$ cat src/rtl/counter_arb_pkg.sv
// Shared constants and helpers for the counter access arbiter.
// Exports direction encoding, default sizes and the cyclic index step.
package counter_arb_pkg;

   localparam int DEF_NUM_REQ = 4;
   localparam int DEF_WIDTH   = 3;

   localparam logic DIR_UP   = 1'b1;
   localparam logic DIR_DOWN = 1'b0;

   function automatic int next_idx(input int i, input int n);
      return (i + 1 >= n) ? 0 : i + 1;
   endfunction

endpackage

$ cat src/rtl/counter_access_arbiter_if.sv
// Requester-side bundle: per-requester request/grant and the response.
// master = requesters, slave = arbiter.
interface counter_access_arbiter_if #(
   parameter int NUM_REQ = 4,
   parameter int WIDTH   = 3
);
   localparam int IDW = $clog2(NUM_REQ);

   logic [NUM_REQ-1:0] req_valid;
   logic [NUM_REQ-1:0] req_dir;
   logic [NUM_REQ-1:0] req_ready;
   logic               rsp_valid;
   logic [IDW-1:0]     rsp_id;
   logic [WIDTH-1:0]   rsp_count;
   logic               rsp_sat;

   modport master (
      output req_valid, req_dir,
      input  req_ready, rsp_valid, rsp_id, rsp_count, rsp_sat
   );

   modport slave (
      input  req_valid, req_dir,
      output req_ready, rsp_valid, rsp_id, rsp_count, rsp_sat
   );
endinterface

$ cat src/rtl/counter_access_arbiter_rr_arbiter.sv
// Round-robin one-hot arbiter with registered priority pointer.
// Ports: clk, reset, enable, req in; grant, win_id, grant_any out.
module rr_arbiter
   import counter_arb_pkg::*;
#(
   parameter int NUM_REQ = DEF_NUM_REQ,
   localparam int IDW    = $clog2(NUM_REQ)
) (
   input  logic               clk,
   input  logic               reset,
   input  logic               enable,
   input  logic [NUM_REQ-1:0] req,
   output logic [NUM_REQ-1:0] grant,
   output logic [IDW-1:0]     win_id,
   output logic               grant_any
);

   logic [IDW-1:0] ptr;
   logic [IDW-1:0] idx;

   // Walk cyclically from the pointer; first valid index wins.
   always_comb begin
      grant     = '0;
      win_id    = '0;
      grant_any = 1'b0;
      idx       = ptr;
      for (int k = 0; k < NUM_REQ; k++) begin
         if (!grant_any && req[idx] && enable && !reset) begin
            grant[idx] = 1'b1;
            win_id     = idx;
            grant_any  = 1'b1;
         end
         idx = IDW'(next_idx(int'(idx), NUM_REQ));
      end
   end

   always_ff @(posedge clk or posedge reset) begin
      if (reset)
         ptr <= '0;
      else if (grant_any)
         ptr <= IDW'(next_idx(int'(win_id), NUM_REQ));
   end

endmodule

$ cat src/rtl/counter_access_arbiter.sv
// Shares one up/down counter among NUM_REQ requesters via round robin.
// Ports: clk, reset, enable, bus (requests/response), cnt_up/down, cnt_value.
module counter_access_arbiter
   import counter_arb_pkg::*;
#(
   parameter int NUM_REQ  = DEF_NUM_REQ,
   parameter int WIDTH    = DEF_WIDTH,
   parameter int SATURATE = 0,
   localparam int IDW     = $clog2(NUM_REQ)
) (
   input  logic             clk,
   input  logic             reset,
   input  logic             enable,
   counter_access_arbiter_if.slave bus,
   output logic             cnt_up,
   output logic             cnt_down,
   input  logic [WIDTH-1:0] cnt_value
);

   logic [NUM_REQ-1:0] grant;
   logic [IDW-1:0]     win;
   logic               any;
   logic               dir;
   logic               sat;

   logic               rsp_valid_q;
   logic [IDW-1:0]     rsp_id_q;
   logic               rsp_sat_q;
   logic [WIDTH-1:0]   cnt_hold;

   rr_arbiter #(.NUM_REQ(NUM_REQ)) u_arb (
      .clk       (clk),
      .reset     (reset),
      .enable    (enable),
      .req       (bus.req_valid),
      .grant     (grant),
      .win_id    (win),
      .grant_any (any)
   );

   // A suppressed step still consumes the grant; only the pulse is dropped.
   always_comb begin
      dir      = bus.req_dir[win];
      sat      = 1'b0;
      cnt_up   = 1'b0;
      cnt_down = 1'b0;
      if (any) begin
         if (SATURATE != 0)
            sat = (dir == DIR_UP) ? (cnt_value == '1)
                                  : (cnt_value == '0);
         cnt_up   = (dir == DIR_UP) && !sat;
         cnt_down = (dir != DIR_UP) && !sat;
      end
   end

   assign bus.req_ready = grant;

   always_ff @(posedge clk or posedge reset) begin
      if (reset) begin
         rsp_valid_q <= 1'b0;
         rsp_id_q    <= '0;
         rsp_sat_q   <= 1'b0;
         cnt_hold    <= '0;
      end else begin
         rsp_valid_q <= any;
         if (any) begin
            rsp_id_q  <= win;
            rsp_sat_q <= sat;
         end
         if (rsp_valid_q)
            cnt_hold <= cnt_value;
      end
   end

   // In the response cycle the counter already shows the stepped value.
   assign bus.rsp_valid = rsp_valid_q;
   assign bus.rsp_id    = rsp_id_q;
   assign bus.rsp_sat   = rsp_sat_q;
   assign bus.rsp_count = rsp_valid_q ? cnt_value : cnt_hold;

endmodule

$ cat src/flat_wrapper.sv
// flat-port wrapper written by rule: the top's interface ports become plain ports
module counter_access_arbiter_flat import counter_arb_pkg::*;
#(
   parameter int NUM_REQ  = DEF_NUM_REQ,
   parameter int WIDTH    = DEF_WIDTH,
   parameter int SATURATE = 0,
   localparam int IDW     = $clog2(NUM_REQ)
)
  (clk, reset, enable, cnt_up, cnt_down, cnt_value, bus_req_valid, bus_req_dir, bus_req_ready, bus_rsp_valid, bus_rsp_id, bus_rsp_count, bus_rsp_sat);
  counter_access_arbiter_if #(.NUM_REQ(NUM_REQ), .WIDTH(WIDTH)) bus_i ();
  input  logic clk;
  input  logic reset;
  input  logic enable;
  output logic cnt_up;
  output logic cnt_down;
  input  logic [WIDTH-1:0] cnt_value;
  input wire logic [$bits(bus_i.req_valid)-1:0] bus_req_valid;
  input wire logic [$bits(bus_i.req_dir)-1:0] bus_req_dir;
  output wire logic [$bits(bus_i.req_ready)-1:0] bus_req_ready;
  output wire logic [$bits(bus_i.rsp_valid)-1:0] bus_rsp_valid;
  output wire logic [$bits(bus_i.rsp_id)-1:0] bus_rsp_id;
  output wire logic [$bits(bus_i.rsp_count)-1:0] bus_rsp_count;
  output wire logic [$bits(bus_i.rsp_sat)-1:0] bus_rsp_sat;
  assign bus_i.req_valid = bus_req_valid;
  assign bus_i.req_dir = bus_req_dir;
  assign bus_req_ready = bus_i.req_ready;
  assign bus_rsp_valid = bus_i.rsp_valid;
  assign bus_rsp_id = bus_i.rsp_id;
  assign bus_rsp_count = bus_i.rsp_count;
  assign bus_rsp_sat = bus_i.rsp_sat;
  counter_access_arbiter #(.NUM_REQ(NUM_REQ), .WIDTH(WIDTH), .SATURATE(SATURATE)) u_core (.clk(clk), .reset(reset), .enable(enable), .bus(bus_i), .cnt_up(cnt_up), .cnt_down(cnt_down), .cnt_value(cnt_value));
endmodule
$ cat config.mk
export PLATFORM = sky130hd
export DESIGN_NAME = counter_access_arbiter_flat
export DESIGN_NICKNAME = d
export VERILOG_FILES = /design/src/rtl/counter_arb_pkg.sv /design/src/rtl/counter_access_arbiter_if.sv /design/src/rtl/counter_access_arbiter_rr_arbiter.sv /design/src/rtl/counter_access_arbiter.sv /design/src/flat_wrapper.sv
export SDC_FILE = /design/constraint.sdc
export NUM_CORES = 1
export LEC_CHECK = 0
export ABC_AREA = 1
export ABC_CLOCK_PERIOD_IN_PS = 4920
export CORE_MARGIN = 1
export CORE_UTILIZATION = 45
export CTS_CLUSTER_SIZE = 28
export DETAILED_ROUTE_END_ITERATION = 8
export GPL_ROUTABILITY_DRIVEN = 0
export PLACE_DENSITY_LB_ADDON = 0.08
export SLEW_MARGIN = 20
export SYNTH_ARGS = -nofsm -noshare
export SYNTH_HDL_FRONTEND = slang
export SYNTH_SLANG_ARGS = --single-unit
$ cat constraint.sdc
create_clock -name clk -period 4.92 [get_ports clk]
set_clock_uncertainty 0.05 [all_clocks]
set_input_delay 1.23 -clock clk [delete_from_list [all_inputs] [get_ports clk]]
set_output_delay 1.23 -clock clk [all_outputs]
set_load 0.01 [all_outputs]
Yosys cells after proc, flatten, opt, wreduce, memory -nomap -nowiden
Index checks and enable logic that the tools add are counted.
Storage, ports and cells
  register bits after elaboration: 8
  latch bits: 0
  memory bits (writable): 0
  memory bits (read-only): 0
  bits of input ports: 14
  output and inout bits: 13
  word-level logic and storage cells: 81
  memories: 0
Operators by class
  $add $sub $neg: 4
  $mul: 0
  divide/modulo/power cells: 0
  $lt $le $gt $ge: 13
  equality and inequality tests: 0
  shift-type cells: 0
  muxes and demuxes: 37
  bitwise operators: 4
  reductions and logical operators: 19
Operator list (count)
  2-bit 2-to-1 mux: 8
  4-bit 2-to-1 mux: 4
  1-bit logical AND: 15
  2-bit by 3-bit < comparator with 1-bit output (second input constant): 5
  1-bit 2-to-1 mux: 15
  2-bit by 1-bit adder with 3-bit output (second input constant): 4
  3-bit greater-or-equal comparator (second input constant): 4
  4-bit OR: 3
  1-bit binary-select mux with 2-bit select: 5
  1-bit demux with 2-bit select: 4
  2-bit by 1-bit greater-or-equal comparator with 1-bit output (second input constant): 4
  1-bit zero test: 4
  3-bit 2-to-1 mux: 1
  1-bit inverter: 1

Logic depth before layout (Yosys ltp)
  depth after elaboration: 24
  mapped depth: 15

Hierarchy
A second synthesis with hierarchy kept.
Unflattened totals
  cells, all modules: 138
  area, all modules: 973.4 um2
By module, submodules not included
  rr_arbiter: times used 1, cells each 102, area an instance 673.1 um2, sequential area each 50.0 um2
  counter_access_arbiter: times used 1, cells each 36, area an instance 300.3 um2, sequential area each 150.1 um2

Worst setup path before layout
OpenSTA, ideal clock, no wires.
  kind: in2out
  start point: input enable
  end point: output cnt_up
  arrival time: 2.315 ns
  data required time: 3.640 ns
  path slack: 1.325 ns
  cell stages on the path: 12
  buffers on the path: 0
  cells stage by stage: inv_1 -> nor2_4 -> nand3_2 -> nand2_4 -> inv_2 -> nand4_2 -> nand3_4 -> nand2_2 -> nand2_1 -> nand2_1 -> nand2_1 -> nor2_1
On the way
  word-level cells in the longest chain between the ends: 21
  elaborated cells between the ends (all ways): 25
  those cells by class: mux: 11; reduce/logical: 14
Ends and longest elaborated chain
  start, declared: line flat_wrapper.sv:13  | input logic enable;
  1-bit logical AND (2 in series): line counter_access_arbiter_rr_arbiter.sv:28  | if (!grant_any && req[idx] && enable && !reset) begin
  1-bit 2-to-1 mux: line counter_access_arbiter_rr_arbiter.sv:28
  1-bit zero test: line counter_access_arbiter_rr_arbiter.sv:28
  1-bit logical AND (3 in series): line counter_access_arbiter_rr_arbiter.sv:28
  1-bit 2-to-1 mux: line counter_access_arbiter_rr_arbiter.sv:28
  1-bit zero test: line counter_access_arbiter_rr_arbiter.sv:28
  1-bit logical AND (3 in series): line counter_access_arbiter_rr_arbiter.sv:28
  1-bit 2-to-1 mux: line counter_access_arbiter_rr_arbiter.sv:28
  1-bit zero test: line counter_access_arbiter_rr_arbiter.sv:28
  1-bit logical AND (3 in series): line counter_access_arbiter_rr_arbiter.sv:28
  2-bit 2-to-1 mux: line counter_access_arbiter_rr_arbiter.sv:28
  1-bit binary-select mux with 2-bit select: line counter_access_arbiter.sv:43  | dir = bus.req_dir[win];
  1-bit 2-to-1 mux (implied by the code): line counter_access_arbiter.sv:43
  1-bit 2-to-1 mux (*): line counter_access_arbiter.sv:47  | if (any) begin
  end, declared: line flat_wrapper.sv:14  | output logic cnt_up;
Every way passes the cells marked *; elsewhere a longest branch is shown, timed or not. The select of a mux whose other input is x is not followed.

Worst setup path after layout
  start point: input bus_req_valid[2]
  end point: output cnt_down
On the way
  word-level cells in the longest chain between the ends: 24
  elaborated cells between the ends (all ways): 34
  those cells by class: mux: 19; bitwise: 1; reduce/logical: 14
Ends and longest elaborated chain
  start, declared: line flat_wrapper.sv:17  | input wire logic [$bits(bus_i.req_valid)-1:0] bus_req_valid;
  1-bit binary-select mux with 2-bit select: line counter_access_arbiter_rr_arbiter.sv:28
  1-bit 2-to-1 mux (implied by the code): line counter_access_arbiter_rr_arbiter.sv:28
  1-bit logical AND (2 in series): line counter_access_arbiter_rr_arbiter.sv:28
  1-bit 2-to-1 mux: line counter_access_arbiter_rr_arbiter.sv:28
  1-bit zero test: line counter_access_arbiter_rr_arbiter.sv:28
  1-bit logical AND (3 in series): line counter_access_arbiter_rr_arbiter.sv:28
  1-bit 2-to-1 mux: line counter_access_arbiter_rr_arbiter.sv:28
  1-bit zero test: line counter_access_arbiter_rr_arbiter.sv:28
  1-bit logical AND (3 in series): line counter_access_arbiter_rr_arbiter.sv:28
  1-bit 2-to-1 mux: line counter_access_arbiter_rr_arbiter.sv:28
  1-bit zero test: line counter_access_arbiter_rr_arbiter.sv:28
  1-bit logical AND (3 in series): line counter_access_arbiter_rr_arbiter.sv:28
  2-bit 2-to-1 mux: line counter_access_arbiter_rr_arbiter.sv:28
  1-bit binary-select mux with 2-bit select: line counter_access_arbiter.sv:43
  1-bit 2-to-1 mux (implied by the code): line counter_access_arbiter.sv:43
  1-bit inverter: line counter_access_arbiter.sv:52  | cnt_down = (dir != DIR_UP) && !sat;
  1-bit 2-to-1 mux (*): line counter_access_arbiter.sv:47
  end, declared: line flat_wrapper.sv:15  | output logic cnt_down;
Marked as above.

==> results.toml <==
[outcome]
status = "complete, no violations"

[setup_path]
crit_buf_inv = 3
path_delay_family = "simple AND/OR/NAND/NOR gates"
critPathMaxFanout = 6
cpPeakStageDelay_ns = 0.54
crit_required_ns = 3.64
cpMaxStageDelayCell = "clkdlybuf4s50_1"
arrival_ns = 3.43
critPathLaunchType = "input port"
path_class = "input port to output pin"
crit_path_end_kind = "output pin"
worstPathCellList = "clkdlybuf4s50_1 -> nand2_1 -> nand3_1 -> nand3_1 -> nand2_4 -> inv_2 -> nand3_2 -> nor2_2 -> nor2_2 -> nand3_1 -> nand2_1 -> nor2_1 -> clkdlybuf4s50_1"
crit_top_cell = "nand3_1"

[clock_network]
htree_levels = 1
clk_latency_ns = 0.25
cts_tree = "done"
cts_sinks = 8
clk_pin_slew_ns = 0.06
ctsResizeCount = 0
clk_path_buf_depth = 2
cts_root_buffer = "clkbuf_4"
cts_inserted_buffers = 3
post_cts_buffers = 0
cts_hold_buf = 0

[global_route]
grt_max_degree = 15
grt_overflow = 0
grt_pass1_wl_mm = 3.93
antenna_found_initial = 0
grtUsageTotal_pct = 21.0
first_global_vias = 951

[timing]
slew_violations = 0
min_period_ns = 4.71
fin_setup_tns_ns = 0
whs_ns = 0.430
min_period_over_period_pct = 95.6
rsz0062_at_grt = "false"
finalHoldViolCount = 0
fmax_mhz = 213
finalSetupViolations = 0

[detailed_routing]
first_iter_violations = 18
drt_drc_violations_left = 0
wl_per_cell_um = 12.2
vias = 981
ant_nets = 0
dr.pass1.iters = 4
drt_wl_total_mm = 2.33
vias_per_cell = 5.11

[power]
p_sw_share_pct = 52.5
clockPowerShare_pct = 5.9
p_sw_uw = 440
intPower_uw = 398
leakagePower_uw = 0.000648
p_comb_share_pct = 78.8
p_per_area_nw_per_um2 = 648
pwr-share-seq_pct = 15.3
peakVddDrop_v = 0.000325

[synthesis]
syn_area_um2 = 998
yosysWarnings = 0
synth.avg_cell_area_um2 = 7.24
yosys_register_bits = 8
netlist-cell-type-count = 27
postSynthCellCount = 138
yosysSeqAreaShare_pct = 20.1
syn_nets = 160

[floorplanning]
row_count = 16
die_h_um = 49.1
die_w_um = 49.1
dieArea_um2 = 2410
io_pins = 27
core_um2 = 2020
initial_utilization_pct = 49.4

[finish]
diodes = 0
area_growth_syn_to_layout_pct = 29.6
drive_above_1_share_pct = 21.2
final_nets = 189

[hold_path]
hp-class = "flip-flop to flip-flop"

[placement]
dp_hpwl_mm = 1.85
io_buffers = 25

[flow_run]
drv_cap = 0
flip-flops by register name, indices dropped and copies added (netlist names):
register and cells:
u_core.bus.rsp_id 2, u_core.bus.rsp_valid 1, u_core.cnt_hold 3, u_core.u_arb.ptr 2
through the flow:
| step | area, µm² | std cells | utilization, % | power, µW | worst slack (ns) |
|---|---|---|---|---|---|
| 5_1_grt | 1290 | 192 | 64.0 | 913 | 0.0512 |
| 3_3_place_gp | 1270 | 189 | 62.9 | 770 | 0.299 |
| 2_1_floorplan | 998 | 138 | - | 579 | 1.32 |
| 3_5_place_dp | 1270 | 189 | 62.9 | 782 | 0.240 |
| 4_1_cts | 1290 | 192 | 64.0 | 838 | 0.237 |
| 6_report | 1290 | 192 | 64.0 | 838 | 0.214 |
cell families (layout without fill, tap and decap cells):
family	Yosys count	in the layout	share of synthesized area (%)
simple gates	78	78	44.7
compound gates	14	14	10.5
mux	3	3	3.38
other cells	1	1	0.376
fa+ha+maj	8	8	10.0
buf+inv	26	53	10.9
flops	8	8	20.0
synthesized netlist by cell type (all sizes together):
cell type	instances	area share, %
a21oi	2	1.4
a22oi	4	3.0
buf	2	1.9
conb	1	0.38
dfrtp	8	20
ha	8	10
inv	24	9.0
mux2	3	3.4
nand2	43	19
nand3	20	15
nand4	1	1.3
nor2	13	9.0
nor3	1	0.50
o211ai	1	0.75
o21ai	3	1.9
o221ai	4	3.5
layout by cell type, fill, tap and decap left out, types with 4 or more instances in the layout:
cell / Yosys / routed
a22oi_1: 4 / 4
clkdlybuf4s50_1: 0 / 25
dfrtp_1: 8 / 8
ha_1: 8 / 8
inv_1: 19 / 19
inv_2: 5 / 5
nand2_1: 36 / 36
nand2_2: 4 / 4
nand3_1: 14 / 14
nand3_2: 4 / 4
nor2_1: 6 / 6
nor2_2: 4 / 4
o221ai_1: 4 / 4
worst paths after layout:
| kind | cells past startpoint | slack [ns] | to | from |
|---|---|---|---|---|
| worst max-delay path | 13 | 0.21 | cnt_down | bus_req_valid[2] |
| worst min-delay path | 2 | 0.43 | u_core.bus.rsp_id[1]$_DFFE_PP0P_ | u_core.bus.rsp_id[1]$_DFFE_PP0P_ |
| worst max register to register | 12 | 2.45 | u_core.bus.rsp_id[1]$_DFFE_PP0P_ | u_core.u_arb.ptr[1]$_DFFE_PP0P_ |
| worst min register to register | 2 | 0.43 | u_core.bus.rsp_id[1]$_DFFE_PP0P_ | u_core.bus.rsp_id[1]$_DFFE_PP0P_ |
| max in group asynchronous | 2 | 3.34 | u_core.cnt_hold[2]$_DFF_PP0_ | reset |
| min in group asynchronous | 2 | 1.25 | u_core.bus.rsp_id[1]$_DFFE_PP0P_ | reset |
tightest hold or removal path: cells and delay by family (launching register included):
| kind | cells | cell delay [ns] |
|---|---|---|
| flip-flops | 1 | 0.34 |
| AND/OR/NAND/NOR | 2 | 0.11 |
per-layer routing:
metal | track usage (%) | vias up | part of all wire (%)
met2 | 38.1 | 30 | 49
met1 | 24.2 | 446 | 46
li1 | - | 501 | -
met3 | 5.30 | 4 | 4.9
met5 | 0 | - | 0
met4 | 4.90 | 0 | 0.81
area by class of cell:
cell class / instances / area (µm²)
flip-flops and latches: 8 / 200
repair buffers: 26 / 258
clock buffers: 3 / 22.5
inverters: 24 / 90.1
well taps: 27 / 33.8
multi-input cells: 104 / 689
fillers: 162 / 728
power by group through the flow:
stage          logic (µW)  registers (µW)  clock network, µW
2_1_floorplan         448             131                  0
3_3_place_gp          646             125                  0
3_5_place_dp          655             127                  0
4_1_cts               659             127               51.6
5_1_grt               728             131               54.5
6_report              661             128               49.8
(Power assumes the default switching activity.)
